### config.mk
export PLATFORM = sky130hd
export DESIGN_NAME = avalon_irq_register_bank_flat
export DESIGN_NICKNAME = d
export VERILOG_FILES = /design/src/rtl/avalon_irq_register_bank_if.sv /design/src/rtl/avalon_irq_register_bank.sv /design/src/flat_wrapper.sv
export SDC_FILE = /design/constraint.sdc
export NUM_CORES = 1
export LEC_CHECK = 0
export ABC_AREA = 0
export BUFFER_PORTS_ARGS = -buffer_cell sky130_fd_sc_hd__buf_2
export CORE_MARGIN = 8
export CORE_UTILIZATION = 50
export CTS_CLUSTER_SIZE = 16
export DETAILED_ROUTE_END_ITERATION = 8
export MAX_ROUTING_LAYER = met4
export PLACE_DENSITY = 0.78
export SLEW_MARGIN = 20
export SYNTH_ARGS = -nofsm -noshare
export SYNTH_HDL_FRONTEND = slang
export SYNTH_SLANG_ARGS = --single-unit
### constraint.sdc
create_clock -name clk -period 3.85 [get_ports clk]
set_clock_uncertainty 0.05 [all_clocks]
set_input_delay 0.385 -clock clk [delete_from_list [all_inputs] [get_ports clk]]
set_output_delay 0.385 -clock clk [all_outputs]
set_load 0.01 [all_outputs]
### src/rtl/avalon_irq_register_bank_if.sv
// Avalon-MM bus bundle for the IRQ register bank: request side from the
// interconnect, read-return side back to it.
interface avalon_irq_register_bank_if #(
  parameter int DATAWIDTH = 32,
  parameter int REGS      = 8
);
  localparam int AW = $clog2(REGS);

  logic                   read;
  logic                   write;
  logic [AW-1:0]          address;
  logic [DATAWIDTH/8-1:0] byteenable;
  logic [DATAWIDTH-1:0]   data_in;
  logic                   read_valid;
  logic [DATAWIDTH-1:0]   data_out;

  modport master (
    output read, write, address, byteenable, data_in,
    input  read_valid, data_out
  );

  modport slave (
    input  read, write, address, byteenable, data_in,
    output read_valid, data_out
  );
endinterface

### src/rtl/avalon_irq_register_bank.sv
// Avalon-MM register bank with an edge-triggered interrupt controller.
// Map: 0 IRQ_STATUS (W1C), 1 IRQ_ENABLE, 2 IRQ_RAW (RO), 3.. scratch (RW).
// Reads are fully pipelined with a fixed latency and no waitrequest.
module avalon_irq_register_bank #(
  parameter int DATAWIDTH   = 32,
  parameter int REGS        = 8,
  parameter int LATENCY     = 1,
  parameter int IRQ_SOURCES = 4
) (
  input  logic                            clk,
  input  logic                            reset,
  avalon_irq_register_bank_if.slave       bus,
  input  logic [IRQ_SOURCES-1:0]          irq_sources,
  output logic [(REGS-3)*DATAWIDTH-1:0]   scratch_out,
  output logic                            irq
);
  localparam int AW = $clog2(REGS);
  localparam int NB = DATAWIDTH / 8;
  localparam int NS = REGS - 3;

  logic [IRQ_SOURCES-1:0] src_q;
  logic [IRQ_SOURCES-1:0] irq_status;
  logic [IRQ_SOURCES-1:0] irq_enable;
  logic [IRQ_SOURCES-1:0] src_edge;
  logic [IRQ_SOURCES-1:0] w1c_bits;
  logic [DATAWIDTH-1:0]   scratch [NS];
  logic [DATAWIDTH-1:0]   be_mask;
  logic [DATAWIDTH-1:0]   rd_data;
  logic                   rd_accept;
  logic                   pipe_valid [LATENCY];
  logic [DATAWIDTH-1:0]   pipe_data  [LATENCY];

  // Expand byte enables into a per-bit write mask.
  always_comb begin
    be_mask = '0;
    for (int b = 0; b < NB; b++) begin
      be_mask[b*8 +: 8] = {8{bus.byteenable[b]}};
    end
  end

  assign src_edge  = irq_sources & ~src_q;
  assign rd_accept = bus.read & ~bus.write;
  assign w1c_bits  = (bus.write && bus.address == AW'(0)) ?
                     (bus.data_in[IRQ_SOURCES-1:0] & be_mask[IRQ_SOURCES-1:0]) : '0;

  // Interrupt state: edge detector, W1C status (a new edge beats a clear), enable.
  always_ff @(posedge clk) begin
    if (reset) begin
      src_q      <= '0;
      irq_status <= '0;
      irq_enable <= '0;
    end else begin
      src_q      <= irq_sources;
      irq_status <= (irq_status & ~w1c_bits) | src_edge;
      if (bus.write && bus.address == AW'(1)) begin
        irq_enable <= (irq_enable & ~be_mask[IRQ_SOURCES-1:0]) |
                      (bus.data_in[IRQ_SOURCES-1:0] & be_mask[IRQ_SOURCES-1:0]);
      end
    end
  end

  // Scratch registers with byte-lane writes; unmatched addresses write nothing.
  always_ff @(posedge clk) begin
    if (reset) begin
      for (int j = 0; j < NS; j++) begin
        scratch[j] <= '0;
      end
    end else if (bus.write) begin
      for (int j = 0; j < NS; j++) begin
        if (bus.address == AW'(j + 3)) begin
          scratch[j] <= (scratch[j] & ~be_mask) | (bus.data_in & be_mask);
        end
      end
    end
  end

  // Read mux from current (pre-update) state; out-of-range addresses give 0.
  always_comb begin
    rd_data = '0;
    if (bus.address == AW'(0)) begin
      rd_data[IRQ_SOURCES-1:0] = irq_status;
    end else if (bus.address == AW'(1)) begin
      rd_data[IRQ_SOURCES-1:0] = irq_enable;
    end else if (bus.address == AW'(2)) begin
      rd_data[IRQ_SOURCES-1:0] = irq_sources;
    end
    for (int j = 0; j < NS; j++) begin
      if (bus.address == AW'(j + 3)) begin
        rd_data = scratch[j];
      end
    end
  end

  // Read return pipeline; each data stage only loads with a valid, so the
  // last stage holds the most recent returned word between reads.
  always_ff @(posedge clk) begin
    if (reset) begin
      for (int i = 0; i < LATENCY; i++) begin
        pipe_valid[i] <= 1'b0;
        pipe_data[i]  <= '0;
      end
    end else begin
      pipe_valid[0] <= rd_accept;
      if (rd_accept) begin
        pipe_data[0] <= rd_data;
      end
      for (int i = 1; i < LATENCY; i++) begin
        pipe_valid[i] <= pipe_valid[i-1];
        if (pipe_valid[i-1]) begin
          pipe_data[i] <= pipe_data[i-1];
        end
      end
    end
  end

  assign bus.read_valid = pipe_valid[LATENCY-1];
  assign bus.data_out   = pipe_data[LATENCY-1];

  for (genvar j = 0; j < NS; j++) begin : g_scratch_out
    assign scratch_out[j*DATAWIDTH +: DATAWIDTH] = scratch[j];
  end

  assign irq = |(irq_status & irq_enable);
endmodule

### src/flat_wrapper.sv
// flat-port wrapper written by rule: the top's interface ports become plain ports
module avalon_irq_register_bank_flat 
#(
  parameter int DATAWIDTH   = 32,
  parameter int REGS        = 8,
  parameter int LATENCY     = 1,
  parameter int IRQ_SOURCES = 4
)
  (clk, reset, irq_sources, scratch_out, irq, bus_read, bus_write, bus_address, bus_byteenable, bus_data_in, bus_read_valid, bus_data_out);
  avalon_irq_register_bank_if #(.DATAWIDTH(DATAWIDTH), .REGS(REGS)) bus_i ();
  input  logic clk;
  input  logic reset;
  input  logic [IRQ_SOURCES-1:0] irq_sources;
  output logic [(REGS-3)*DATAWIDTH-1:0] scratch_out;
  output logic irq;
  input wire logic [$bits(bus_i.read)-1:0] bus_read;
  input wire logic [$bits(bus_i.write)-1:0] bus_write;
  input wire logic [$bits(bus_i.address)-1:0] bus_address;
  input wire logic [$bits(bus_i.byteenable)-1:0] bus_byteenable;
  input wire logic [$bits(bus_i.data_in)-1:0] bus_data_in;
  output wire logic [$bits(bus_i.read_valid)-1:0] bus_read_valid;
  output wire logic [$bits(bus_i.data_out)-1:0] bus_data_out;
  assign bus_i.read = bus_read;
  assign bus_i.write = bus_write;
  assign bus_i.address = bus_address;
  assign bus_i.byteenable = bus_byteenable;
  assign bus_i.data_in = bus_data_in;
  assign bus_read_valid = bus_i.read_valid;
  assign bus_data_out = bus_i.data_out;
  avalon_irq_register_bank #(.DATAWIDTH(DATAWIDTH), .REGS(REGS), .LATENCY(LATENCY), .IRQ_SOURCES(IRQ_SOURCES)) u_core (.clk(clk), .reset(reset), .bus(bus_i), .irq_sources(irq_sources), .scratch_out(scratch_out), .irq(irq));
endmodule
==> metrics, run 1 <==
GRT Residual Overflow 0; Post-Syn Area approximately 11000 sq um; Final period util 54.5%; Via density roughly 5.8; LEAKAGE a little under 0.005 uW; clk sinks a little over 200; post-CTS resize count 0; DIE HEIGHT around 160 microns; # hold bufs at CTS 0; CTS root buf clkbuf_16; nets between 1000 and 1500; IO Port Bufs 240; Routed WL between 30000 and 40000 microns; Seq/Total Area, Yosys between 50% and 60%; min Tclk post-route ~2.1 ns; vias in the first global route roughly 8000; status finished, final reports clean; core area approximately 21000 sq um; max frequency about 480 MHz; Clock transition at path regs 0.06 ns; crit path max fanout 74; vias between 8000 and 9000; cell count after synthesis approximately 940; design area about 13000 sq um; layout cells sized above 1 34.3%; H-Tree Depth 1; drt first pass iters 5; # Post-CTS Setup Buffers 0; critical path type primary input to flip-flop; Placement Rows 53; die area around 26000 sq um; setup tns final 0 ns; number of I/O pins between 200 and 250; synth-to-layout area growth 18.9%; CP startpoint kind primary input; final core utilization 60.5%; Least-Margin Pin Slew around 1.1 ns; DIE WIDTH around 160 microns; count of different cell masters after synthesis 34; Detail Route Antenna Nets 0; Avg Synthesized Cell Area 11.3 sq um; Mapped Nets 991; peak supply drop between 300 and 400 uV; Worst slew margin between 20% and 30%; DRC 0; antenna violations before repair 2; WL/cell 21.0 microns; WP data arrival between 2 and 2.5 ns; dpl hpwl 19600 microns; Initial Utilization about half; Clock Path Buffers 3; Worst-Skew Late Latency about 0.50 ns; global-route usage over all layers between 20% and 30%; largest net degree at the start of global routing 75; #FFs+latches synth ~200; drt initial violations between 600 and 700; power density cells about 430 nW/um^2; Placer Congestion a little over 0.8; MaxCap Viol Count 0; CTS buffer count 23; Placed Area about 12000 sq um; CTS tree built; final hold violation count 0; worst hold path class primary input to flip-flop; first-pass GRT wire length about 47000 microns; final hold slack roughly 0.09 ns; max-slew violations 0; final setup violation count 0; yosys warns 0; Crit. End Element flip-flop; required time of the worst setup path slightly below 4 ns; Tot Pwr around 5400 uW; RSZ-0062 raised after global routing no
[power by group]
group | internal [uW] | switching (uW)
logic | 231 | 423
registers | 2580 | 103
clock network | 1230 | 877
total | 4040 | 1400
[flip-flops by register name (all words and copies together), names as in the netlist, named ones only]
register / count
u_core.irq_status: 4
u_core.pipe_data: 32
u_core.pipe_valid: 1
u_core.scratch: 160
u_core.src_q: 4
[cell usage after synthesis]
library cell	number	area share [%]
nand4bb_1	1	0.11
o22a_1	4	0.33
dfxtp_1	13	2.4
or3_1	1	0.059
clkbuf_1	49	1.7
a22oi_1	2	0.14
nor2_1	32	1.1
o21a_1	28	2.0
clkinv_1	1	0.035
nand2_1	76	2.7
nand4_1	4	0.23
buf_1	5	0.18
buf_6	11	1.2
a211oi_1	32	2.2
nand3_1	2	0.094
mux2_2	4	0.42
and3b_1	56	4.6
inv_2	1	0.035
nor2b_1	7	0.41
a21oi_2	100	8.2
buf_2	15	0.70
or4b_1	1	0.094
nor3b_1	28	2.0
a31o_2	2	0.16
a21oi_1	69	3.2
o21ai_0	61	2.9
o21ai_1	5	0.23
or2_1	1	0.059
o221ai_1	4	0.33
edfxtp_1	192	54
a21o_1	1	0.070
inv_1	2	0.070
nand2b_1	126	7.4
mux2i_1	8	0.75
[cell usage in the layout (no fill, tap or decap), types with 2 or more instances in the layout]
cell	count
a21oi_1	69
nand4_1	4
mux2i_1	8
buf_2	238
a211oi_1	32
clkbuf_8	5
clkinv_1	4
clkbuf_16	24
dfxtp_1	13
diode_2	2
buf_12	3
buf_4	9
mux2_2	4
nand2_1	75
nand3_2	2
a22oi_1	2
clkbuf_1	5
nand2b_1	126
clkinv_2	2
o22a_1	4
o21ai_1	5
and3b_1	56
o21ai_4	2
o221ai_1	4
a31o_2	2
inv_1	2
nor3b_1	28
o21ai_0	59
nor2b_1	7
edfxtp_1	192
nor2_1	32
o21a_1	28
a21oi_2	100
[critical path, stage by stage]
cell and delay, ns:
buf_4 0.51, nand2b_1 0.34, o21ai_4 0.55, buf_4 0.36
[per-stage QoR]
stage,std cells,setup WS (ns)
after global placement,1389,1.31
after floorplan,944,0.183
final,1431,1.75
after CTS,1429,1.76
after global routing,1431,1.61
after detailed placement,1389,1.27
[cell families after synthesis]
group / share of synthesized area (%)
AND/OR/NAND/NOR: 18.8
multiplexers: 1.17
AO/OA/AOI/OAI: 19.8
buffers and inverters: 3.90
flip-flops: 56.4
[routing by layer]
layer | vias to the layer above | routed length [microns] | global-route usage, %
met4 | 0 | 677 | 6.31
met3 | 51 | 2730 | 4.88
met5 | - | 0 | -
met1 | 3981 | 12800 | 30.5
li1 | 3832 | - | -
met2 | 382 | 13800 | 34.3
[cell type report]
| type | instances | area (sq um) |
|---|---|---|
| diodes | 2 | 5.00 |
| clock buffers | 34 | 688 |
| clock inverters | 6 | 28.8 |
| fillers | 1704 | 8310 |
| inverters | 4 | 15.0 |
| multi-input cells | 655 | 4290 |
| flip-flops and latches | 205 | 6030 |
| well taps | 275 | 344 |
| repair buffers | 250 | 1320 |
[worst paths after layout]
| check | startpoint | to | slack (ns) | depth (start not counted) |
|---|---|---|---|---|
| max reg2reg | u_core.scratch[0][34]$_SDFFCE_PP0P_ | u_core.pipe_data[0][2]$_SDFFCE_PN0P_ | 2.46 | 3 |
| max | bus_address[0] | u_core.scratch[0][9]$_SDFFCE_PP0P_ | 1.75 | 4 |
| min reg2reg | u_core.src_q[1]$_SDFF_PP0_ | u_core.irq_status[1]$_SDFF_PP0_ | 0.43 | 2 |
| min | irq_sources[1] | u_core.src_q[1]$_SDFF_PP0_ | 0.09 | 2 |
Power figures use the tool's default switching activity.
==> run 2, diff against run 1 <==
Settings changed: ABC_AREA 0 to 1, CORE_UTILIZATION 50 to 54, PLACE_DENSITY 0.78 to 0.8.
Clock period 3.85 ns to 2.1 ns, I/O delays scaled along.
==> run 2 against run 1 <==
Effect of this change:
- count of clock-buffer cells in the layout is 9 lower
- via count rose by 9.7%
- register-to-register slack worse by 1.5 ns
- non-clock buffer count is 27 higher
- critical path type unchanged
- highest routed layer unchanged
- sequential share of layout area rose by 0.16 points
- largest cell class unchanged
- critical path depth grew 4
- sequential power rose by 83%
- first-iteration DRC count up 53%
==> metrics, run 2 <==
first-pass GRT wire length 47100 microns (was 46700 microns); Slowest Stage Delay on Critical Path 0.53 ns (was 0.55 ns); Placer Congestion 0.920 (was 0.824); GRT Residual Overflow 0 (unchanged); clk sinks 205 (unchanged); RSZ-0062 raised after global routing no (unchanged); Finished Layout Cells 1688 (was 1431); number of I/O pins 241 (unchanged); most common cell after layout, fill and taps aside nand2_1 (was buf_2); final core utilization 67.7% (was 60.5%); H-Tree Depth 1 (unchanged); yosys warns 0 (unchanged); layout cells sized above 1 31.2% (was 34.3%); Yosys top cell by area edfxtp_1 (unchanged); Most Crowded Layer GR met2 (unchanged); min Tclk post-route between 1.5 and 2 ns; DIE WIDTH 154 microns (was 162 microns); Crit. End Element flip-flop (unchanged); cells on worst reg2reg path 4 (was 3); worst hold path class primary input to flip-flop (unchanged); register area 6030 sq um (unchanged); met2 Use GR 39.5% (was 34.3%); Top Family by Delay on Critical Path buffers and inverters (unchanged); crit path max fanout 84 (was 74); fillcell total 1504 (was 1704); CTS buffer count 23 (unchanged); drt initial violations 943 (was 616); CTS tree built (unchanged); #FFs+latches synth 205 (unchanged); asr flop ratio synth 0% (unchanged); power density cells 793 nW/um^2 (was 428 nW/um^2); CP Buf/Inv Count 4 (was 2); setup tns final 0 ns (unchanged); Hold Path Cell Cnt 5 (was 2); CP startpoint kind primary input (unchanged); required time of the worst setup path 2.43 ns (was 3.98 ns); ant diodes 0 (was 2); footprint of the multi-input gates 2860 sq um (was 4290 sq um); LEAKAGE 0.00642 uW (was 0.00497 uW); DRC 0 (unchanged); Switching Power 2640 uW (was 1400 uW); Avg Synthesized Cell Area 8.62 sq um (was 11.3 sq um); core area 18700 sq um (was 21000 sq um); most frequent cells in the layout 264 x nand2_1, 240 x buf_2, 192 x edfxtp_1, 173 x inv_1, 152 x o21ai_0 (was 238 x buf_2, 192 x edfxtp_1, 126 x nand2b_1, 100 x a21oi_2, 75 x nand2_1); MaxCap Viol Count 0 (unchanged); IO Port Bufs 240 (unchanged); Detail Route Antenna Nets 0 (unchanged); nets 1485 (was 1186); hold path start bus_data_in[7] (was irq_sources[1]); final hold violation count 0 (unchanged); critical path type primary input to flip-flop (unchanged); final setup violation count 0 (unchanged); die area 23800 sq um (was 26300 sq um); count leader, synth nand2_1 (was edfxtp_1); Mapped Nets 1244 (was 991); Crit-path slowest cell dlygate4sd3_1 (was o21ai_4); internal power 7410 uW (was 4040 uW); RR Startpoint u_core.scratch[0][13]$_SDFFCE_PP0P_ (was u_core.scratch[0][34]$_SDFFCE_PP0P_); Flop pwr share 48.9% (was 49.3%); Top cell by count, worst path nand4_1 (was buf_4); Clock Path Buffers 3 (unchanged); Least-Margin Pin Slew 0.656 ns (was 1.05 ns); CTS root buf clkbuf_16 (unchanged); max frequency around 530 MHz; top cell type's share of synthesized area 55.9% (was 54.0%); Post-Syn Area 10300 sq um (was 10700 sq um); most frequent cells after synthesis 268 x nand2_1, 192 x edfxtp_1, 173 x inv_1 (was 192 x edfxtp_1, 126 x nand2b_1, 100 x a21oi_2); flop-to-flop setup slack 0.92 ns (was 2.46 ns); EDFF count, synth 192 (unchanged); WL/cell 18.1 microns (was 21.0 microns); Largest register FFs 160 (unchanged); Clock transition at path regs 0.06 ns (about the same); WP data arrival 2.21 ns (was 2.23 ns); antenna violations before repair 0 (was 2); max-slew violations 0 (unchanged); Routed WL 30500 microns (was 30100 microns); Worst-Skew Late Latency 0.50 ns (about the same); ranking of synthesized cells by area edfxtp_1 56%, nand2_1 9.8%, o21ai_0 7.5% (was edfxtp_1 54%, a21oi_2 8.2%, nand2b_1 7.4%); Via density 5.36 (was 5.76); dpl cells 1638 (was 1389); vias in the first global route 8799 (was 8027); top_reg_cell synth edfxtp_1 (unchanged); Seq/Total Area, Yosys 58.4% (was 56.4%); GRT met1 Usage 33.2% (was 30.5%); # Post-CTS Setup Buffers 0 (unchanged); vias 9042 (was 8246); global-route usage over all layers 25.2% (was 22.7%); Crit Reg-Reg Endpoint u_core.pipe_data[0][13]$_SDFFCE_PN0P_ (was u_core.pipe_data[0][2]$_SDFFCE_PN0P_); logic gate share of total power 12.8% (was 12.0%); worst hold endpoint u_core.scratch[0][103]$_SDFFCE_PP0P_ (was u_core.src_q[1]$_SDFF_PP0_); count of different cell masters after synthesis 19 (was 34); largest net degree at the start of global routing 85 (was 75); dpl hpwl 20400 microns (was 19600 microns); Placement Rows 50 (was 53); peak supply drop 569 uV (was 318 uV); M3 GR Usage 4.49% (was 4.88%); clock share of power 38.3% (was 38.7%); synth-to-layout area growth 22.8% (was 18.9%); Tot Pwr 10000 uW (was 5450 uW); Worst slew margin 56.3% (was 29.8%); Initial Utilization 55.1% (was 50.8%); top flop regs u_core.scratch (160), u_core.pipe_data (32) (unchanged); DIE HEIGHT 154 microns (was 162 microns); Final period util 89.8%; cell count after synthesis 1197 (was 944); cell-by-cell trace of the critical path dlygate4sd3_1 -> buf_2 -> nor2_1 -> nand4_1 -> nand4_1 -> buf_12 -> nand2_1 -> inv_2 (was buf_4 -> nand2b_1 -> o21ai_4 -> buf_4); status finished, final reports clean (unchanged); sw frac 26.3% (was 25.8%); Reg with most FFs u_core.scratch (unchanged); drt first pass iters 5 (unchanged)
-- run 2: repair_timing --
item                                   CTS  global route
gates resized for setup                  0             0
endpoints found under the hold margin   12             0
hold buffers                             9             0
-- run 2: worst max path at each step --
stage	slack [ns]	cells after the start	startpoint	end
3_3_place_gp	0.11	7	bus_address[0]	u_core.pipe_data[0][9]$_SDFFCE_PN0P_
3_5_place_dp	0.08	7	bus_address[0]	u_core.pipe_data[0][31]$_SDFFCE_PN0P_
5_1_grt	0.12	8	reset	u_core.scratch[0][47]$_SDFFCE_PP0P_
4_1_cts	0.25	8	reset	u_core.scratch[0][143]$_SDFFCE_PP0P_
6_report	0.21	8	reset	u_core.scratch[0][76]$_SDFFCE_PP0P_
2_1_floorplan	0.12	6	bus_address[0]	u_core.scratch[0][32]$_SDFFCE_PP0P_
-- run 2: cells by family after synthesis --
| logic type | count (synthesis) | share of synthesized area, % |
|---|---|---|
| AND/OR/NAND/NOR | 317 | 12.4 |
| AO/OA/AOI/OAI | 299 | 14.9 |
| buffers and inverters | 376 | 14.3 |
| flip-flops | 205 | 58.4 |
-- run 2: tightest hold or removal path: cells and delay by family --
kind	cells	cell delay, ns
buffers and inverters	2	0.12
and+or+nand+nor	3	0.25
-- run 2: cell type report --
type	instances	share of cell area (%)
inverter	315	9.33
multi-input combinational	616	22.6
tap	234	2.31
clock inverter	16	0.958
sequential	205	47.6
clock buffer	25	4.60
timing repair buffer	277	12.6
-- run 2: layer usage --
metal  part of all wire, %  wire length, microns
met1                    42                 12700
met3                   9.5                  2900
met5                     0                     0
met2                    47                 14200
met4                   2.3                   708
-- run 2: power by group through the flow --
stage	Clock [uW]	Combinational (uW)	Sequential [uW]
2_1_floorplan	0	609	5070
3_3_place_gp	0	1230	4990
3_5_place_dp	0	1260	4990
4_1_cts	3880	1280	4910
5_1_grt	4030	1410	4940
6_report	3850	1280	4910
-- run 2: metrics by stage --
step           area (sq um)  worst slack [ns]  hold WS, ns
2_1_floorplan         10300             0.122        0.265
4_1_cts               12700             0.252        0.109
3_5_place_dp          11900            0.0848        0.371
5_1_grt               12700             0.124        0.146
3_3_place_gp          11900             0.113        0.360
6_report              12700             0.213        0.124
